<file path="src/rtl/palindrome_tx.sv">
// Serial palindrome frame transmitter: a half-word is sent LSB-first and then mirrored back.
// Optional centre bit (odd-length frames) is enabled by defining PALTX_MID_BIT_EN.
module palindrome_tx #(
    parameter int unsigned HALF_W = 4
) (
    input  logic              clk,
    input  logic              reset,
    input  logic              valid_i,
    input  logic [HALF_W-1:0] data_i,
    input  logic              mid_i,
    output logic              ready_o,
    output logic              x_o,
    output logic              x_vld_o,
    output logic              sof_o,
    output logic              eof_o
);

    localparam int unsigned IDX_W = $clog2(HALF_W + 1);
    localparam logic [IDX_W-1:0] LAST_IDX = IDX_W'(HALF_W - 1);

    localparam logic [1:0] ST_IDLE = 2'd0;
    localparam logic [1:0] ST_FWD  = 2'd1;
`ifdef PALTX_MID_BIT_EN
    localparam logic [1:0] ST_MID  = 2'd2;
`endif
    localparam logic [1:0] ST_REV  = 2'd3;

    logic [1:0]        state_q, state_d;
    logic [IDX_W-1:0]  idx_q, idx_d;
    logic [HALF_W-1:0] data_q, data_d;
    logic              x_q, x_d;
    logic              xv_q, xv_d;
    logic              sof_q, sof_d;
    logic              eof_q, eof_d;
    logic              accept;
    logic              sel_bit;

`ifdef PALTX_MID_BIT_EN
    logic              mid_q, mid_d;
`else
    logic              unused_mid;
    assign unused_mid = mid_i;
`endif

    assign ready_o = ~reset & ((state_q == ST_IDLE) | eof_q);
    assign accept  = valid_i & ready_o;

    // State and index describe the bit being driven in the next cycle.
    always_comb begin
        state_d = state_q;
        idx_d   = idx_q;
        data_d  = data_q;
`ifdef PALTX_MID_BIT_EN
        mid_d   = mid_q;
`endif
        if (accept) begin
            data_d = data_i;
`ifdef PALTX_MID_BIT_EN
            mid_d  = mid_i;
`endif
        end

        case (state_q)
            ST_IDLE: begin
                if (accept) begin
                    state_d = ST_FWD;
                    idx_d   = '0;
                end
            end
            ST_FWD: begin
                if (idx_q == LAST_IDX) begin
`ifdef PALTX_MID_BIT_EN
                    state_d = ST_MID;
`else
                    state_d = ST_REV;
`endif
                    idx_d   = LAST_IDX;
                end else begin
                    idx_d = idx_q + IDX_W'(1);
                end
            end
`ifdef PALTX_MID_BIT_EN
            ST_MID: begin
                state_d = ST_REV;
                idx_d   = LAST_IDX;
            end
`endif
            ST_REV: begin
                if (idx_q == '0) begin
                    if (accept) begin
                        state_d = ST_FWD;
                        idx_d   = '0;
                    end else begin
                        state_d = ST_IDLE;
                        idx_d   = '0;
                    end
                end else begin
                    idx_d = idx_q - IDX_W'(1);
                end
            end
            default: begin
                state_d = ST_IDLE;
                idx_d   = '0;
            end
        endcase
    end

    always_comb begin
        sel_bit = 1'b0;
        for (int unsigned i = 0; i < HALF_W; i++) begin
            if (idx_d == IDX_W'(i)) begin
                sel_bit = data_d[i];
            end
        end
    end

    always_comb begin
        xv_d  = (state_d != ST_IDLE);
        sof_d = accept;
        eof_d = (state_d == ST_REV) && (idx_d == '0);
        x_d   = 1'b0;
        if ((state_d == ST_FWD) || (state_d == ST_REV)) begin
            x_d = sel_bit;
        end
`ifdef PALTX_MID_BIT_EN
        else if (state_d == ST_MID) begin
            x_d = mid_d;
        end
`endif
    end

    always_ff @(posedge clk) begin
        if (reset) begin
            state_q <= ST_IDLE;
            idx_q   <= '0;
            data_q  <= '0;
            x_q     <= 1'b0;
            xv_q    <= 1'b0;
            sof_q   <= 1'b0;
            eof_q   <= 1'b0;
        end else begin
            state_q <= state_d;
            idx_q   <= idx_d;
            data_q  <= data_d;
            x_q     <= x_d;
            xv_q    <= xv_d;
            sof_q   <= sof_d;
            eof_q   <= eof_d;
        end
    end

`ifdef PALTX_MID_BIT_EN
    always_ff @(posedge clk) begin
        if (reset) begin
            mid_q <= 1'b0;
        end else begin
            mid_q <= mid_d;
        end
    end
`endif

    assign x_o     = x_q;
    assign x_vld_o = xv_q;
    assign sof_o   = sof_q;
    assign eof_o   = eof_q;

endmodule
</file>
<file path="config.mk">
export PLATFORM = sky130hd
export DESIGN_NAME = palindrome_tx
export DESIGN_NICKNAME = d
export VERILOG_FILES = /design/src/rtl/palindrome_tx.sv
export SDC_FILE = /design/constraint.sdc
export NUM_CORES = 1
export LEC_CHECK = 0
export CAP_MARGIN = 20
export CORE_MARGIN = 2
export CORE_UTILIZATION = 35
export CTS_CLUSTER_DIAMETER = 30
export DETAILED_ROUTE_END_ITERATION = 10
export PLACE_DENSITY = 0.66
export SYNTH_ARGS = -nofsm -noshare
export SYNTH_HDL_FRONTEND = slang
export SYNTH_SLANG_ARGS = --single-unit
</file>
<file path="constraint.sdc">
create_clock -name clk -period 2.5 [get_ports clk]
set_clock_uncertainty 0.15 [all_clocks]
set_input_delay 0.25 -clock clk [delete_from_list [all_inputs] [get_ports clk]]
set_output_delay 0.25 -clock clk [all_outputs]
set_load 0.1 [all_outputs]
</file>
Yosys cells after proc, flatten, opt, wreduce, memory -nomap -nowiden
Index checks and enable logic that the tools add are counted.
{"block": "word_totals", "input_bits": 8, "register_bits": 13, "word_cells": 43, "output_inout_bits": 5}
{"block": "op_classes", "reduce_logical": 7, "bitwise_logic": 5, "muxes": 14, "n_addsub": 2, "eq_ne": 8}
{"op": "== test 3 x 2 -> 1 bit, second input constant", "n": 3}
{"op": "two-way mux 3 bit", "n": 3}
{"op": "case mux 3 bit (3 select lines)", "n": 1}
{"op": "zero test 3 bit", "n": 2}
{"op": "two-way mux 2 bit", "n": 3}
{"op": "case mux 2 bit (3 select lines)", "n": 1}
{"op": "two-way mux 1 bit", "n": 5}
{"op": "== test 2 x 1 -> 1 bit, second input constant", "n": 2}
{"op": "== test 2 bit, second input constant", "n": 2}
{"op": "two-way mux 4 bit", "n": 1}
{"op": "adder 3 x 1 -> 3 bit, second input constant", "n": 1}
{"op": "== test 3 x 1 -> 1 bit, second input constant", "n": 1}
{"op": "subtractor 3 x 1 -> 3 bit, second input constant", "n": 1}
{"op": "AND 1 bit", "n": 2}
{"op": "zero test 2 bit", "n": 1}
{"op": "NOT 1 bit", "n": 2}
{"op": "nonzero test 2 bit", "n": 1}
{"op": "OR reduction 2 bit", "n": 1}
{"op": "logical AND 1 bit", "n": 1}
{"op": "logical OR 1 bit", "n": 1}
{"op": "bitwise OR 1 bit", "n": 1}

Depth between registers and ports, before layout
Gate-level depths: netlist of the first run.
{"block": "depth", "ltp_word": 11, "depth_mapped": 7, "ltp_nobuf": 7}

Worst setup path after synthesis of the first run
Ideal clock, no wire load.
{"block": "synth_path", "path_type": "reg-to-output", "startpoint": "register eof_q, in the netlist eof_o", "endpoint": "output port ready_o", "stages_incl_launch_ff": 3, "required_time_ns": 2.100, "arrival_ns": 2.491, "slack_ns": -0.391, "n_path_buf": 0, "path_cell_list": "dfxtp_1 o21ba_2 nor2_1"}
{"block": "synth_between", "elab_chain_cells": 2}
{"element": "start, declared", "line": "34", "text": "logic eof_q, eof_d;"}
{"element": "start signal, assigned", "line": "148", "text": "eof_q <= eof_d;"}
{"element": "bitwise OR 1 bit", "line": "45", "text": "assign ready_o = ~reset & ((state_q == ST_IDLE) | eof_q);"}
{"element": "AND 1 bit", "line": "45"}
{"element": "end, declared", "line": "11", "text": "output logic ready_o,"}
No other way between the ends.

Worst setup path in the final report of the first run
{"block": "layout_path", "startpoint": "register idx_q[0]", "endpoint": "register x_q, in the netlist x_o"}
{"block": "layout_between", "elab_chain_cells": 8, "elab_cells_between_ends": 24, "classes_between": "add/sub: 2; eq/ne: 6; mux: 11; bitwise: 1; reduce/logical: 4"}
{"element": "start, declared", "line": "29", "text": "logic [IDX_W-1:0] idx_q, idx_d;"}
{"element": "start signal, assigned", "line": "143", "text": "idx_q <= idx_d;"}
{"element": "subtractor 3 x 1 -> 3 bit (tied with other cells)", "line": "98", "text": "idx_d = idx_q - IDX_W'(1);"}
{"element": "two-way mux 3 bit, on equally long branches", "line": "89, 71"}
{"element": "case mux 3 bit (3 select lines)", "line": "63", "text": "case (state_q)"}
{"element": "zero test 3 bit", "line": "111", "text": "if (idx_d == IDX_W'(i)) begin"}
{"element": "two-way mux 1 bit (4 in series)", "line": "111"}
{"element": "end signal, assigned", "line": "137", "text": "x_q <= 1'b0;"}
{"element": "end signal, assigned", "line": "145", "text": "x_q <= x_d;"}
{"element": "end, declared", "line": "31", "text": "logic x_q, x_d;"}
Several ways; a longest one is shown, not always the timed one.
A chain may end at the register's enable or synchronous reset.

==> results of run 1 <==
## power by group through the flow
stage / logic, mW / registers (mW) / clock network [mW]
2_1_floorplan: 0.0597 / 0.246 / 0
3_3_place_gp: 0.108 / 0.228 / 0
3_5_place_dp: 0.108 / 0.228 / 0
4_1_cts: 0.108 / 0.223 / 0.133
5_1_grt: 0.116 / 0.225 / 0.142
6_report: 0.108 / 0.223 / 0.125
## how the worst min path moves through the flow
stage / start / endpoint / slack, ps / depth (start not counted)
floorplan: reset / state_q[1]$_SDFF_PP0_ / 180 / 1
global placement: data_q[1]$_SDFF_PP0_ / data_q[1]$_SDFF_PP0_ / 300 / 2
detailed placement: data_q[0]$_SDFF_PP0_ / data_q[0]$_SDFF_PP0_ / 310 / 2
CTS: data_q[0]$_SDFF_PP0_ / data_q[0]$_SDFF_PP0_ / 320 / 2
global route: data_q[0]$_SDFF_PP0_ / data_q[0]$_SDFF_PP0_ / 350 / 2
finish: data_q[1]$_SDFF_PP0_ / data_q[1]$_SDFF_PP0_ / 320 / 2
## layer usage
layer	wire length, µm	part of all wire	track usage	vias up
met5	0	0	0	-
met4	6	0.0045	0.05714	0
met3	42	0.032	0.01840	2
met2	636	0.48	0.2072	9
met1	645	0.48	0.1525	278
li1	-	-	-	315
## stage by stage
stage	utilization	std cells	hold WS, ps	setup slack (ps)	instance area (µm²)
2_1_floorplan	-	80	184.7	72.91	719.4
3_3_place_gp	0.4401	116	302.7	389.0	854.6
3_5_place_dp	0.4401	116	306.0	404.6	854.6
4_1_cts	0.4536	120	316.8	474.3	880.8
5_1_grt	0.4536	120	349.3	335.8	880.8
6_report	0.4536	120	316.1	472.9	880.8
## cell type report
class                      count  share of cell area
multi-input combinational     61              0.4901
sequential                    13              0.2955
timing repair buffer          12              0.1335
tap                           27             0.03835
clock buffer                   4             0.02983
inverter                       3             0.01278
## worst max-delay path, delay by kind of cell (launching register included)
family / cells / cell delay [ps]
DFF: 1 / 390
adders and majority gates: 1 / 250
AOI/OAI and AO/OA: 4 / 910
buffers and inverters: 1 / 100
muxes: 1 / 170
## Yosys cell counts (2+ instances only)
library cell / n / share of area
dfxtp_1: 13 / 0.36
nand4b_1: 2 / 0.024
nor2_1: 9 / 0.047
a211oi_1: 2 / 0.021
nor3_1: 2 / 0.014
ha_1: 3 / 0.052
o21ai_0: 3 / 0.021
nand3_1: 4 / 0.028
nand2b_1: 3 / 0.026
inv_1: 3 / 0.016
a21oi_1: 7 / 0.049
mux2i_1: 2 / 0.028
nand2_1: 4 / 0.021
## flip-flops by register name, summed over array words and instances (netlist names)
| signal | count |
|---|---|
| sof_o | 1 |
| state_q | 2 |
| eof_o | 1 |
| x_vld_o | 1 |
| idx_q | 3 |
| x_o | 1 |
| data_q | 4 |
## logic make-up (layout without fill, tap and decap cells)
group	after synthesis	in the layout	share of synthesized area
AO/OA/AOI/OAI	25	25	0.2810
AND/OR/NAND/NOR	31	31	0.2374
adder cells (fa/ha/maj)	3	3	0.05236
buffers and inverters	6	19	0.03839
multiplexers	2	2	0.02792
flip-flops	13	13	0.3630
==> key figures, run 1 <==
Global routing
  – Initial antenna violation count: 0
  – Vias in the first global route: 563
  – GRT overflow: 0
  – Largest net degree at the start of global routing: 15
  – Global-route wire length before repair: between 2000 and 2500 µm
  – Global-route usage over all layers: 0.1230

STA
  – Setup TNS: 0 ps
  – Slew @ Worst Pin: roughly 520 ps
  – Minimum clock period: slightly above 2000 ps
  – Max Clk Rate: slightly below 500 MHz
  – Slew Limit Fails: 0
  – Final worst-path cycle share: 0.8108
  – Finish-stage setup viols: 0
  – Final Hold Violating Endpoints: 0
  – Slew margin rel.: 0.6497
  – RSZ-0062 raised after global routing: false

Finish
  – Multi-input logic area: around 430 µm²
  – Layout filler cell count: 191
  – Commonest non-fill, non-tap cell in the layout: dfxtp_1
  – Layout cells sized above 1: 0.1935
  – Area occupied by registers: 260.3 µm²
  – Area Growth Syn to Fin: 22.86%
  – Final nets: around 110
  – Most frequent cells in the layout: dfxtp_1 (13), nor2_1 (8), a21oi_1 (7), clkdlybuf4s50_1 (6), buf_4 (5)
  – Antenna diode count: 0

Die
  – DIE AREA: roughly 2400 µm²
  – Chip width: between 40 and 50 µm
  – FP Rows: 16
  – Num ports: 13
  – Die H: approximately 50 µm
  – Starting Density: 0.3692
  – Core area: 1942 µm²

Critical path
  – CP arrival: 2090 ps
  – CP Launch Type: flop
  – Worst Setup SP: idx_q[0]$_SDFF_PP0_
  – Crit-path cells: inv_1, ha_1, mux2i_1, a221oi_4, a2111oi_1, a211o_1, a21oi_2
  – Reg2reg end: x_o$_SDFF_PP0_
  – Reg2Reg Depth: 7
  – Worst r2r src: idx_q[0]$_SDFF_PP0_
  – Critical path type: flop to flop
  – CP endpoint kind: flop
  – Crit-path slowest cell: dfxtp_1
  – R2R Setup Slk: around 470 ps
  – Worst Path Required: approximately 2600 ps
  – CP max FO: 5
  – Peak per-stage delay on the critical path: slightly below 400 ps
  – CP endpoint: x_o$_SDFF_PP0_

Clock tree
  – CTS H-tree depth: 1
  – CTS Buffer Depth: 2
  – TritonCTS Buffers: 3
  – Worst-Skew Late Latency: between 200 and 300 ps
  – Post-CTS Hold Fix Bufs: 0
  – # clock sinks: 13
  – CTS tree: done
  – Root Buffer: clkbuf_4
  – Setup Buffers After CTS: 0
  – PostCTS Resize Cnt: 0
  – Clock slew at reported path FFs: 80 ps

Power and ir drop
  – Total power: around 0.46 mW
  – Sw frac: 0.3015
  – Sequential share of power: 0.490
  – Worst IR Drop VDD: roughly 0.25 mV
  – Logic gate share of total power: 0.236
  – Sw Pwr: between 0.1 and 0.15 mW
  – Leak: ~0.33 nW
  – Clock share of power: 0.274
  – P per Cell Area: ~520 nW/µm²
  – Int Pwr: roughly 0.32 mW

Routing
  – Total Wirelength: ~1300 µm
  – Vias: between 600 and 700
  – Residual DRC count: 0
  – DR WL/cell: roughly 11 µm
  – Vias per cell: ~5.0
  – Iter 0 DRT Violations: 10
  – Post-route antenna net violation count: 0
  – First-pass DRT Iterations: 4

Placed design
  – DP Wirelength: ~1000 µm
  – Gpl congestion: about 0.81
  – Port Buffer Count: 11

Logic synthesis
  – Synthesized net count: 91
  – Post-synth top flop: dfxtp_1
  – Seq cells post-synth: 13
  – Count of cell types in the netlist: 36
  – Mapped Area: ~700 µm²
  – Yosys warning total: 0
  – Syn avg cell area: between 8 and 9 µm²
  – Number of synthesized flops with an enable pin: 0
  – Mapped Cells: 80
  – Sequential area share after synthesis: 0.3630
  – Post-synth ARST share: 0

Min path
  – Class of the most critical hold timing path: flop to flop

Status
  – Outcome: completed

Job
  – Max-cap viol count: 0
No activity file was read; power rests on OpenSTA's default activity.
==> inputs of run 2 (changes only) <==
--- a/config.mk
+++ b/config.mk
@@ -10,7 +10,7 @@
 export CORE_UTILIZATION = 35
 export CTS_CLUSTER_DIAMETER = 30
 export DETAILED_ROUTE_END_ITERATION = 10
-export PLACE_DENSITY = 0.66
+export PLACE_DENSITY = 0.68
 export SYNTH_ARGS = -nofsm -noshare
 export SYNTH_HDL_FRONTEND = slang
 export SYNTH_SLANG_ARGS = --single-unit
==> constraint.sdc (replaced) <==
create_clock -name clk -period 1.85 [get_ports clk]
set_clock_uncertainty 0.15 [all_clocks]
set_input_delay 0.185 -clock clk [delete_from_list [all_inputs] [get_ports clk]]
set_output_delay 0.185 -clock clk [all_outputs]
set_load 0.1 [all_outputs]
==> run 2 against run 1 <==
  * Routed wire length up 25%
  * Fmax up 12%
  * Clock power up 40%
  * Critical path depth unchanged
  * Global-route usage up 2.9 points
  * Cell count up 13%
  * Die area unchanged
  * Sequential share of layout area down 4.4 points
  * Combinational power up 75%
  * Largest cell class unchanged
  * Highest routed layer unchanged
==> key figures, run 2 (synthesis gave the netlist of run 1 again) <==
Status
  – Outcome: completed

Critical path
  – Peak per-stage delay on the critical path: 370 ps (-20 ps)
  – Worst Path Required: 1920 ps (-640 ps)
  – CP Launch Type: flop
  – CP endpoint kind: flop
  – CP max FO: 5 (unchanged)
  – Crit-path slowest cell: a221oi_4
  – Critical path type: flop to flop
  – CP arrival: 1880 ps (-210 ps)
  – Crit-path cells: inv_2, ha_4, mux2i_4, a221oi_4, a2111oi_2, a211o_1, a21oi_2

STA
  – Finish-stage setup viols: 0 (unchanged)
  – Slew @ Worst Pin: 405.5 ps (-119.2 ps)
  – RSZ-0062 raised after global routing: true
  – Slew Limit Fails: 0 (unchanged)
  – Hold_ws: 314.0 ps (-2.089 ps)
  – Slew margin rel.: 0.7293 (+0.07960)
  – Final worst-path cycle share: 0.9772 (+0.1664)
  – Minimum clock period: 1808 ps (-219.2 ps)
  – Final Hold Violating Endpoints: 0 (unchanged)
  – Max Clk Rate: 553.1 MHz (+12%)

Finish
  – Antenna diode count: 0 (unchanged)
  – Final Instance Area: 1051 µm² (+19%)
  – Layout filler cell count: 202 (+5.8%)
  – Max reg flops: 4 (unchanged)
  – Area occupied by registers: 264.0 µm² (+1.4%)
  – Commonest non-fill, non-tap cell in the layout: buf_4
  – Final Non-Filler Cells: 136 (+13%)
  – Largest Register: data_q
  – Most frequent cells in the layout: buf_4 (21), dfxtp_1 (10), nor2_1 (8), a21oi_1 (6), clkdlybuf4s50_1 (6)
  – Final nets: 121 (+15%)
  – Layout cells sized above 1: 0.4037 (+0.2101)
  – Multi-input logic area: 478.0 µm² (+11%)
  – Area Growth Syn to Fin: 46.60%
  – Biggest regs: data_q x4, idx_q x3, state_q x2

Placed design
  – Gpl congestion: 0.8123 (+0.47%)
  – Placed cells: 132 (+14%)
  – Post-DP Area: 987.2 µm² (+16%)
  – Port Buffer Count: 11 (unchanged)
  – DP Wirelength: 1295 µm (+26%)

Routing
  – First-pass DRT Iterations: 4 (unchanged)
  – Iter 0 DRT Violations: 10 (unchanged)
  – Total Wirelength: 1662 µm (+25%)
  – Vias per cell: 4.971 (-1.2%)
  – Vias: 676 (+12%)
  – Post-route antenna net violation count: 0 (unchanged)
  – DR WL/cell: 12.22 µm (+10%)
  – Residual DRC count: 0 (unchanged)

Global routing
  – Largest net degree at the start of global routing: 11 (-4)
  – Vias in the first global route: 629 (+12%)
  – Global-route wire length before repair: 2746 µm (+17%)
  – Global-route usage over all layers: 0.1515 (+0.02853)
  – Initial antenna violation count: 0 (unchanged)
  – GRT overflow: 0 (unchanged)

Clock tree
  – Setup Buffers After CTS: 0 (unchanged)
  – CTS Buffer Depth: 2 (unchanged)
  – CTS H-tree depth: 1 (unchanged)
  – Post-CTS Hold Fix Bufs: 0 (unchanged)
  – # clock sinks: 13 (unchanged)
  – Root Buffer: clkbuf_4
  – CTS tree: done
  – TritonCTS Buffers: 3 (unchanged)
  – Clock slew at reported path FFs: 80 ps (about the same)
  – Worst-Skew Late Latency: 280 ps (about the same)

Power and ir drop
  – Logic gate share of total power: 0.284 (+0.048)
  – Sequential share of power: 0.453 (-0.037)
  – Sw Pwr: 0.2043 mW (+49%)
  – Sw frac: 0.3073 (+0.005819)
  – Int Pwr: 0.4606 mW (+45%)
  – Leak: 0.4104 nW (+24%)
  – Worst IR Drop VDD: 0.5342 mV (+110%)
  – P per Cell Area: 632.6 nW/µm² (+22%)
  – Clock share of power: 0.263 (-0.011)

Die
  – Num ports: 13 (unchanged)
  – Starting Density: 0.3692 (unchanged)
  – DIE AREA: 2427 µm² (unchanged)
  – Chip width: 49.26 µm (unchanged)
  – FP Rows: 16 (unchanged)
  – Core area: 1942 µm² (unchanged)
  – Die H: 49.26 µm (unchanged)

Min path
  – Class of the most critical hold timing path: flop to flop

Job
  – Max-cap viol count: 0 (unchanged)
==> run 2: cell types whose count changed in the layout (fill, tap and decap cells not counted), sizes merged <==
cell  change
buf      +16
==> run 2: routing by layer <==
metal / GRT usage / vias to the layer above / share of wire
met5: 0 / - / 0
met3: 0.01840 / 2 / 0.025
met1: 0.1701 / 311 / 0.44
met4: 0.07143 / 0 / 0.020
li1: - / 350 / -
met2: 0.2793 / 13 / 0.52
==> run 2: final timing paths <==
path	slack, ps	to	cells after the start	from
worst max-delay path	40	x_o$_SDFF_PP0_	7	idx_q[0]$_SDFF_PP0_
worst max register to register	40	x_o$_SDFF_PP0_	7	idx_q[0]$_SDFF_PP0_
worst min register to register	310	data_q[0]$_SDFF_PP0_	2	data_q[0]$_SDFF_PP0_
worst min-delay path	310	data_q[0]$_SDFF_PP0_	2	data_q[0]$_SDFF_PP0_
==> run 2: area by class of cell <==
type | instances | share of cell area
clock buffers | 4 | 0.02500
inverters | 3 | 0.01071
multi-input cells | 61 | 0.4548
repair buffers | 28 | 0.2262
well taps | 27 | 0.03214
flip-flops and latches | 13 | 0.2512
==> run 2: power groups by stage <==
stage | clock network, mW | logic [mW] | registers [mW]
finish | 0.175 | 0.189 | 0.301
global route | 0.192 | 0.201 | 0.303
CTS | 0.180 | 0.186 | 0.301
detailed placement | 0 | 0.178 | 0.307
global placement | 0 | 0.176 | 0.306
floorplan | 0 | 0.0838 | 0.332
==> run 2: timing repair <==
action / 4_1_cts / 5_1_grt
pin swaps: 5 / 4
resized for setup: 6 / 3
gates cloned: 0 / 0
endpoints found under the setup margin: 1 / 1
==> run 2: worst max-delay path: cells and delay by family (launching register included) <==
| kind | cells | cell delay, ps |
|---|---|---|
| muxes | 1 | 190 |
| adders and majority gates | 1 | 170 |
| AOI/OAI and AO/OA | 4 | 830 |
| DFF | 1 | 360 |
| buffers and inverters | 1 | 50 |
==> run 2: metrics by stage <==
stage | power (mW) | setup TNS, ps | util | setup slack, ps
4_1_cts | 0.6672 | 0 | 0.5329 | 0.3282
5_1_grt | 0.6959 | -31.08 | 0.5412 | -31.08
6_report | 0.6649 | 0 | 0.5412 | 42.13
3_5_place_dp | 0.4849 | -90.44 | 0.5084 | -86.83
3_3_place_gp | 0.4820 | -58.77 | 0.5084 | -47.52
2_1_floorplan | 0.4161 | 0 | - | 14.75
